### src/rtl/chkmon_pkg.sv
// ============================================================================
// Module   : chkmon_pkg
// Purpose  : Shared types, default code bases and code-to-channel decoding
//            for the checkbit monitor.
// Revision : 1.0 - initial release
// ============================================================================
`default_nettype none

package chkmon_pkg;

  typedef enum logic [1:0] {
    ST_IDLE   = 2'd0,
    ST_RUN    = 2'd1,
    ST_REPORT = 2'd2,
    ST_FAIL   = 2'd3
  } state_e;

  localparam logic [15:0] DEF_START_BASE = 16'hAB40;
  localparam logic [15:0] DEF_END_BASE   = 16'hAB51;

  typedef struct packed {
    logic       hit;
    logic [3:0] ch;
  } decode_t;

  // hit when base <= code < base+nch; ch is the offset into the range
  function automatic decode_t decode_code(input logic [31:0] code,
                                          input logic [31:0] base,
                                          input int unsigned nch);
    logic [31:0] off;
    decode_t     r;
    off   = code - base;
    r.hit = (code >= base) && (off < nch);
    r.ch  = off[3:0];
    return r;
  endfunction

endpackage

`default_nettype wire

### src/rtl/chkmon_sync.sv
// ============================================================================
// Module   : chkmon_sync
// Purpose  : Two-flop synchroniser for the pad status code followed by a
//            one-cycle stability compare.
// Revision : 1.0 - initial release
// ============================================================================
`default_nettype none

module chkmon_sync #(
  parameter int CW = 16
) (
  input  logic          clock,
  input  logic          RSTB,
  input  logic [CW-1:0] checkbits,
  output logic [CW-1:0] code,
  output logic          seen
);

  logic [CW-1:0] meta_q, meta_d;
  logic [CW-1:0] sync_q, sync_d;
  logic [CW-1:0] prev_q, prev_d;

  always_comb begin
    meta_d = checkbits;
    sync_d = meta_q;
    prev_d = sync_q;
  end

  always_ff @(posedge clock or negedge RSTB) begin
    if (!RSTB) begin
      meta_q <= '0;
      sync_q <= '0;
      prev_q <= '0;
    end else begin
      meta_q <= meta_d;
      sync_q <= sync_d;
      prev_q <= prev_d;
    end
  end

  assign code = sync_q;
  assign seen = (sync_q == prev_q);

endmodule

`default_nettype wire

### src/rtl/checkbit_monitor.sv
// ============================================================================
// Module   : checkbit_monitor
// Purpose  : Watches a pad-driven status code, times per-channel test runs
//            between start/end codes and records pass/fail per channel.
//            Optional macro CHKMON_STRICT_EN enables protocol-error checking.
// Revision : 1.0 - initial release
// ============================================================================
`default_nettype none

module checkbit_monitor
  import chkmon_pkg::*;
#(
  parameter int            CW         = 16,
  parameter int            NCH        = 4,
  parameter logic [CW-1:0] START_BASE = CW'(DEF_START_BASE),
  parameter logic [CW-1:0] END_BASE   = CW'(DEF_END_BASE),
  parameter int            MIN_RUN    = 10000,
  parameter int            TIMEOUT    = 100000,
  parameter int            TW         = 24
) (
  input  logic                                    clock,
  input  logic                                    RSTB,
  input  logic [CW-1:0]                           checkbits,
  input  logic                                    clear,
  output logic                                    active,
  output logic [((NCH > 1) ? $clog2(NCH) : 1)-1:0] active_ch,
  output logic [NCH-1:0]                          done,
  output logic [NCH-1:0]                          pass,
  output logic                                    timeout_flag,
  output logic [TW-1:0]                           cycles,
  output logic                                    cycles_vld,
  output logic                                    proto_err
);

  localparam int CHW = (NCH > 1) ? $clog2(NCH) : 1;

`ifdef CHKMON_STRICT_EN
  localparam logic STRICT_EN = 1'b1;
`else
  localparam logic STRICT_EN = 1'b0;
`endif

  if (!(((int'(START_BASE) + NCH) <= int'(END_BASE)) ||
        ((int'(END_BASE) + NCH) <= int'(START_BASE))) ||
      (TIMEOUT <= MIN_RUN)) begin : g_cfg_err
    $error("checkbit_monitor: overlapping code ranges or TIMEOUT <= MIN_RUN");
  end

  logic [CW-1:0] code;
  logic          seen;

  chkmon_sync #(.CW(CW)) u_sync (
    .clock     (clock),
    .RSTB      (RSTB),
    .checkbits (checkbits),
    .code      (code),
    .seen      (seen)
  );

  state_e         state_q, state_d;
  logic [TW-1:0]  cnt_q, cnt_d;
  logic [CHW-1:0] ach_q, ach_d;
  logic [NCH-1:0] done_q, done_d, pass_q, pass_d;
  logic           tmo_q, tmo_d, vld_q, vld_d, proto_q, proto_d;
  logic [TW-1:0]  cycles_q, cycles_d;
  logic [CW-1:0]  last_q, last_d;

  decode_t w_start, w_end;
  logic    w_end_own, w_fresh;

  assign w_start   = decode_code(32'(code), 32'(START_BASE), NCH);
  assign w_end     = decode_code(32'(code), 32'(END_BASE), NCH);
  assign w_end_own = seen && w_end.hit && (w_end.ch == 4'(ach_q));
  // Level-held codes (launching start, accepted end) must not look like new
  // protocol events, so strict checks only react to a code change.
  assign w_fresh   = seen && (code != last_q);

  always_ff @(posedge clock or negedge RSTB) begin
    if (!RSTB) begin
      state_q  <= ST_IDLE;
      cnt_q    <= '0;
      ach_q    <= '0;
      done_q   <= '0;
      pass_q   <= '0;
      tmo_q    <= 1'b0;
      vld_q    <= 1'b0;
      proto_q  <= 1'b0;
      cycles_q <= '0;
      last_q   <= '0;
    end else begin
      state_q  <= state_d;
      cnt_q    <= cnt_d;
      ach_q    <= ach_d;
      done_q   <= done_d;
      pass_q   <= pass_d;
      tmo_q    <= tmo_d;
      vld_q    <= vld_d;
      proto_q  <= proto_d;
      cycles_q <= cycles_d;
      last_q   <= last_d;
    end
  end

  always_comb begin
    state_d  = state_q;
    cnt_d    = cnt_q;
    ach_d    = ach_q;
    done_d   = done_q;
    pass_d   = pass_q;
    tmo_d    = tmo_q;
    vld_d    = 1'b0;
    proto_d  = proto_q;
    cycles_d = cycles_q;
    last_d   = seen ? code : last_q;

    case (state_q)
      ST_IDLE: begin
        if (seen && w_start.hit) begin
          state_d        = ST_RUN;
          ach_d          = CHW'(w_start.ch);
          cnt_d          = TW'(1);
          done_d[ach_d]  = 1'b0;
          pass_d[ach_d]  = 1'b0;
        end else if (STRICT_EN && w_fresh && w_end.hit) begin
          proto_d = 1'b1;
        end
      end
      ST_RUN: begin
        if (cnt_q != {TW{1'b1}}) cnt_d = cnt_q + 1'b1;
        if (cnt_q == TW'(TIMEOUT)) begin
          state_d       = ST_FAIL;
          done_d[ach_q] = 1'b1;
          pass_d[ach_q] = 1'b0;
          tmo_d         = 1'b1;
          cycles_d      = cnt_q;
          vld_d         = 1'b1;
        end else if (w_end_own && (cnt_q >= TW'(MIN_RUN))) begin
          state_d       = ST_REPORT;
          done_d[ach_q] = 1'b1;
          pass_d[ach_q] = 1'b1;
          cycles_d      = cnt_q;
          vld_d         = 1'b1;
        end else if (STRICT_EN && w_fresh &&
                     (w_start.hit || (w_end.hit && !w_end_own))) begin
          state_d       = ST_FAIL;
          proto_d       = 1'b1;
          done_d[ach_q] = 1'b1;
          pass_d[ach_q] = 1'b0;
          cycles_d      = cnt_q;
          vld_d         = 1'b1;
        end
      end
      ST_REPORT: state_d = ST_IDLE;
      ST_FAIL:   state_d = ST_FAIL;
      default:   state_d = ST_IDLE;
    endcase

    if (clear) begin
      state_d  = ST_IDLE;
      cnt_d    = '0;
      done_d   = '0;
      pass_d   = '0;
      tmo_d    = 1'b0;
      vld_d    = 1'b0;
      proto_d  = 1'b0;
      cycles_d = '0;
    end
  end

  always_comb begin
    active       = (state_q == ST_RUN);
    active_ch    = ach_q;
    done         = done_q;
    pass         = pass_q;
    timeout_flag = tmo_q;
    cycles       = cycles_q;
    cycles_vld   = vld_q;
    proto_err    = proto_q;
  end

endmodule

`default_nettype wire

### config.mk
export PLATFORM = sky130hd
export DESIGN_NAME = checkbit_monitor
export DESIGN_NICKNAME = d
export VERILOG_FILES = /design/src/rtl/chkmon_pkg.sv /design/src/rtl/chkmon_sync.sv /design/src/rtl/checkbit_monitor.sv
export SDC_FILE = /design/constraint.sdc
export NUM_CORES = 1
export LEC_CHECK = 0
export BUFFER_PORTS_ARGS = -buffer_cell sky130_fd_sc_hd__buf_4
export CORE_UTILIZATION = 30
export DETAILED_ROUTE_END_ITERATION = 8
export GPL_TIMING_DRIVEN = 0
export SKIP_LAST_GASP = 1
export SYNTH_ARGS = -nofsm -noshare
export SYNTH_HDL_FRONTEND = slang
export SYNTH_HIERARCHICAL = 1
export SYNTH_SLANG_ARGS = --single-unit
### constraint.sdc
create_clock -name clock -period 3.9 [get_ports clock]
set_input_delay 0.195 -clock clock [delete_from_list [all_inputs] [get_ports clock]]
set_output_delay 0.195 -clock clock [all_outputs]
set_load 0.01 [all_outputs]
After elaboration in Yosys (flattened, before gate mapping)
Index checks and enable logic that the tools add are counted.
{"block": "totals", "reg_bits": 110, "latchBits": 0, "ramBits": 0, "mem_bits_ro": 0, "out_inout_bits": 38, "word_cells": 93, "memories": 0}
{"block": "classes", "addsub": 3, "mul": 0, "div": 0, "magnitude_cmp": 9, "n_eq_ne": 10, "shift": 0, "mux": 34, "bitwise_logic": 7, "reduce_logical": 19}
{"op": "24-bit 2-to-1 mux", "n": 7}
{"op": "32-bit by 3-bit < comparator with 1-bit output (second input constant)", "n": 2}
{"op": "24-bit case mux with 2 select lines", "n": 1}
{"op": "16-bit by 16-bit subtractor with 17-bit output (second input constant)", "n": 2}
{"op": "16-bit greater-or-equal comparator (second input constant)", "n": 2}
{"op": "4-bit 2-to-1 mux", "n": 8}
{"op": "24-bit by 1-bit adder with 24-bit output (second input constant)", "n": 1}
{"op": "24-bit by 17-bit equality test with 1-bit output (second input constant)", "n": 1}
{"op": "24-bit by 14-bit greater-or-equal comparator with 1-bit output (second input constant)", "n": 1}
{"op": "24-bit inequality test (second input constant)", "n": 1}
{"op": "16-bit equality test", "n": 1}
{"op": "4-bit case mux with 2 select lines", "n": 2}
{"op": "4-bit AND", "n": 3}
{"op": "1-bit 2-to-1 mux", "n": 9}
{"op": "1-bit logical AND", "n": 8}
{"op": "2-bit 2-to-1 mux", "n": 4}
{"op": "4-bit inverter", "n": 2}
{"op": "4-bit bitwise OR", "n": 2}
{"op": "2-bit case mux with 4 select lines", "n": 1}
{"op": "2-bit AND reduction", "n": 4}
{"op": "2-bit by 3-bit < comparator with 1-bit output (second input constant)", "n": 2}
{"op": "3-bit AND reduction", "n": 2}
{"op": "3-bit nonzero test", "n": 2}
{"op": "1-bit demux with 2-bit select", "n": 2}
{"op": "9 further kinds", "n": 12}

Longest topological paths before layout
{"block": "depth", "ltp_word": 10, "ltp_mapped": 11, "depth_no_buf": 10}

Modules after synthesis
Netlist, hierarchy kept.
{"module": "checkbit_monitor", "n_inst": 1, "cells_each": 411, "area_per_inst_um2": 3676.0, "seq_area_each_um2": 1551.5}
{"module": "chkmon_sync", "n_inst": 1, "cells_each": 69, "area_per_inst_um2": 1378.8, "seq_area_each_um2": 1201.2}

Least setup slack after synthesis
No wires, ideal clock.
{"block": "synth_timing", "path_kind": "reg2reg", "startpoint": "register u_sync.sync_q[0], in the netlist u_sync/code[0]", "endpoint": "register done_q[0], in the netlist done[0]", "setup_time_ns": 0.122, "arrival_ns": 2.779, "required_ns": 3.778, "slack_ns": 1.000, "stages_incl_launch_ff": 10, "period_less_slack_ns": 2.900, "cell_sequence": "dfrtp_1 inv_1 ha_1 or3b_1 a31o_2 nor2b_1 or4_4 o31ai_4 a211oi_1 a2111oi_1"}
{"block": "synth_between", "elab_chain_len": 10, "word_cells_on_any_way": 27, "classes_between": "add/sub: 2; order compare: 6; eq/ne: 4; mux: 5; bitwise: 2; reduce/logical: 8"}
{"element": "start, declared", "line": "chkmon_sync.sv:20", "text": "logic [CW-1:0] sync_q, sync_d;"}
{"element": "start signal, assigned", "line": "chkmon_sync.sv:36", "text": "sync_q <= sync_d;"}
{"element": "parallel branches: the longest is 10 deep, another holds 32-bit by 3-bit < comparator with 1-bit output"}
{"element": "end signal, assigned", "line": "checkbit_monitor.sv:94", "text": "done_q <= done_d;"}
{"element": "end, declared", "line": "checkbit_monitor.sv:63", "text": "logic [NCH-1:0] done_q, done_d, pass_q, pass_d;"}
Several ways; the timed one is not identified. The select of a mux whose other input is x is not followed.
A chain may end at the register's enable or synchronous reset.

Worst setup path in the final report
{"block": "layout_timing", "startpoint": "register u_sync.sync_q[6], in the netlist u_sync/code[6]", "endpoint": "register cnt_q[10]"}
{"block": "layout_between", "word_cells_on_any_way": 8, "classes_between": "add/sub: 1; order compare: 2; eq/ne: 2; reduce/logical: 3"}
{"element": "16-bit equality test", "line": "chkmon_sync.sv:42", "text": "assign seen = (sync_q == prev_q);"}
{"element": "via seen", "line": "checkbit_monitor.sv:50", "text": "logic seen;"}
{"element": "1-bit logical AND", "line": "checkbit_monitor.sv:118", "text": "if (seen && w_start.hit) begin"}
{"element": "3-bit inequality test (no line)"}
{"element": "3-bit AND reduction (no line)"}
{"element": "end signal, assigned", "line": "checkbit_monitor.sv:92", "text": "cnt_q <= cnt_d;"}
{"element": "end, declared", "line": "checkbit_monitor.sv:61", "text": "logic [TW-1:0] cnt_q, cnt_d;"}
The timed path passes the listed nets, and every way through them passes these cells.

==> impl_metrics.json <==
{
  "yosysWarnings": 6,
  "cts_resized": 0,
  "routed_wl_um": 12460,
  "cts.hold.buffers_added": 16,
  "antenna_found_initial": 0,
  "dr.pass1.iters": 5,
  "clk_latency_ps": 350,
  "fin_skew_ps": 7.730,
  "synth_top_area_cell": "dfrtp_1",
  "cap_violations": 0,
  "setup_viol": 0,
  "syn_inst": 480,
  "nNetsFinal": 589,
  "synth_nets": 505,
  "clkTransAtPathRegs_ps": 70,
  "cp-end-kind": "flip-flop",
  "fmax_mhz": 281.5,
  "dieArea_um2": 17370,
  "worstPathMaxFanout": 10,
  "crit_type": "flip-flop to flip-flop",
  "track_usage_pct": 15.17,
  "max_slew_margin_pct": 13.47,
  "overflow": 0,
  "yosys_register_bits": 110,
  "cpLargestDelayFamily": "simple AND/OR/NAND/NOR gates",
  "rows": 47,
  "p_leak_nw": 2.550,
  "fin_crit_sh_pct": 91.10,
  "cts_setup_buffers": 0,
  "grt_pass1_vias": 3972,
  "drv_slew": 0,
  "cp-start-kind": "flip-flop",
  "synth_compound_area_share_pct": 14.88,
  "fin_tns_setup_ps": 0,
  "cts_buffers": 9,
  "vias": 4096,
  "ir_drop_uv": 216.4,
  "fin_total_pwr_mw": 2.277,
  "ys.flop_type": "dfrtp_1",
  "path_buf_inv": 1,
  "routabilityCongestion": 0.8658,
  "synthDistinctLibCells": 61,
  "place_hpwl_um": 8848,
  "crit_top_cell": "xnor2_1",
  "synthArstFlopShare_pct": 100.0,
  "synth-seq-area-share_pct": 54.46,
  "pwr_density_cell_nw_per_um2": 364.8,
  "root_buffer": "clkbuf_16",
  "crit_chain": "xnor2_1 -> nand4_1 -> nor4_2 -> and4b_1 -> nand2_1 -> a2111oi_2 -> o311ai_1 -> clkbuf_1 -> nor3_1 -> xnor2_1 -> nor2_1",
  "synth-xor-area-share_pct": 6.064,
  "crit_required_ps": 4120,
  "cts_max_level": 3,
  "rsz0062_at_grt": "false",
  "cts_tree": "built",
  "drc_errors": 0,
  "dieWidth_um": 131.8,
  "start_util_pct": 30.59,
  "synth_top_area_share_pct": 54.46,
  "cts_buffer_depth": 2,
  "hold_viol": 0,
  "synth_adder_area_share_pct": 1.485,
  "drive_gt1_share_pct": 15.82,
  "drt_iter0_drc": 359,
  "ys_top_cells_by_area": "dfrtp_1 (54%), xnor2_1 (5.9%), a21oi_1 (3.3%)",
  "layout_common_cells": "dfrtp_1 (110), buf_4 (56), xnor2_1 (34)",
  "synth_top_family_by_area": "simple AND/OR/NAND/NOR gates",
  "synthesis.area_um2": 5055,
  "ios": 57,
  "synth-simple-area-share_pct": 19.06,
  "synth-edff-count": 0,
  "critPathMaxStageDelay_ps": 630,
  "min_period_ps": 3553,
  "final_common_cell": "dfrtp_1",
  "clock_sinks": 110,
  "worst_ep_arrival_time_ps": 3770,
  "core-area_um2": 16520,
  "hold_class": "primary input to async pin",
  "muxShareOfSynthArea_pct": 0.8416,
  "portBuffers": 55,
  "via_per_inst": 5.191,
  "postRouteAntennaNets": 0,
  "syn_area_per_cell_um2": 10.53,
  "status": "finished, final reports clean",
  "grt_pass1_wl_um": 20730,
  "syn_to_final_growth_pct": 23.51,
  "die_height_um": 131.8,
  "r2r_slack_ps": 350,
  "slowest_stage": "a2111oi_2",
  "n_antenna_cell": 0,
  "grt_max_degree": 111,
  "wl_per_cell_um": 15.79,
  "tightest_slew_ps": 1295
}
[final timing paths]
path | start | end | depth (start not counted)
setup / recovery | u_sync/code[6] | cnt_q[10] | 11
hold / removal | RSTB | u_sync/code[10] | 2
hold reg to reg | u_sync/meta_q[4] | u_sync/code[4] | 0
max in group asynchronous | RSTB | cnt_q[15] | 3
setup reg to reg | u_sync/code[6] | cnt_q[10] | 11
min in group clock | clear | state_q[1] | 3
[worst register-to-register path, delay by kind of cell (launching register included)]
| kind | cells | cell delay, ps |
|---|---|---|
| buffers and inverters | 1 | 340 |
| AOI/OAI and AO/OA | 2 | 1050 |
| xor gates and xnor gates | 2 | 310 |
| and+or+nand+nor | 6 | 1170 |
| DFF | 1 | 550 |
[metal layers]
layer,GRT usage [%],share of wire [%],vias up
li1,-,-,1921
met1,21.37,49,2000
met2,22.60,44,153
met3,2.884,5.3,22
met4,6.783,2.0,0
met5,0,0,-
[per-stage QoR]
stage               area (um^2)  util, %  hold slack [ps]  setup slack [ps]  std cells
finish                     6243    37.78            237.9             347.2        789
global route               6243    37.78            248.5             33.68        789
CTS                        6202    37.53            211.7             349.1        787
detailed placement         5743    34.75            305.3             329.4        755
global placement           5743    34.75            304.3             426.0        755
floorplan                  5055        -           -100.6             999.7        480
[cell usage after synthesis, types with 4 or more instances]
master / instances
nor3b_1: 4
nand4_1: 11
o21ai_0: 29
a32o_1: 6
ha_1: 6
dfrtp_1: 110
inv_1: 14
a21o_1: 6
a211oi_1: 6
and2_1: 8
nor2_1: 25
nor3_1: 22
or3_1: 11
buf_2: 4
nand3_1: 31
a2111oi_1: 4
and4_1: 5
nor4_1: 5
clkbuf_1: 17
a21oi_1: 33
o211ai_1: 5
xnor2_1: 34
nand2_1: 27
[sequential cells by signal, summed over array words and instances (netlist names)]
signal and count:
active_ch 2, u_sync/code 16, pass 4, cycles 24, state_q 2, u_sync/prev_q 16, u_sync/meta_q 16, cycles_vld 1
timeout_flag 1, cnt_q 24, done 4
[power breakdown]
part | switching [mW] | internal [mW]
combinational | 0.0806 | 0.0657
clock | 0.427 | 0.507
sequential | 0.0290 | 1.17
total | 0.537 | 1.74
[logic make-up after synthesis]
kind of cell	Yosys count
AO/OA/AOI/OAI	111
XOR/XNOR	35
adder cells (fa/ha/maj)	6
buffers and inverters	39
flip-flops	110
multiplexers	4
other	1
AND/OR/NAND/NOR	174
[final cells by class]
type                    instances  area, um^2
fillers                      1587       10280
multi-input cells             331        2143
plain buffers                  24       102.6
flip-flops and latches        110        2753
inverters                      15       56.30
repair buffers                 73       614.3
well taps                     220       275.3
clock buffers                  11       232.7
clock inverters                 5       66.31
Note: power is estimated with default switching activity, not from simulation.
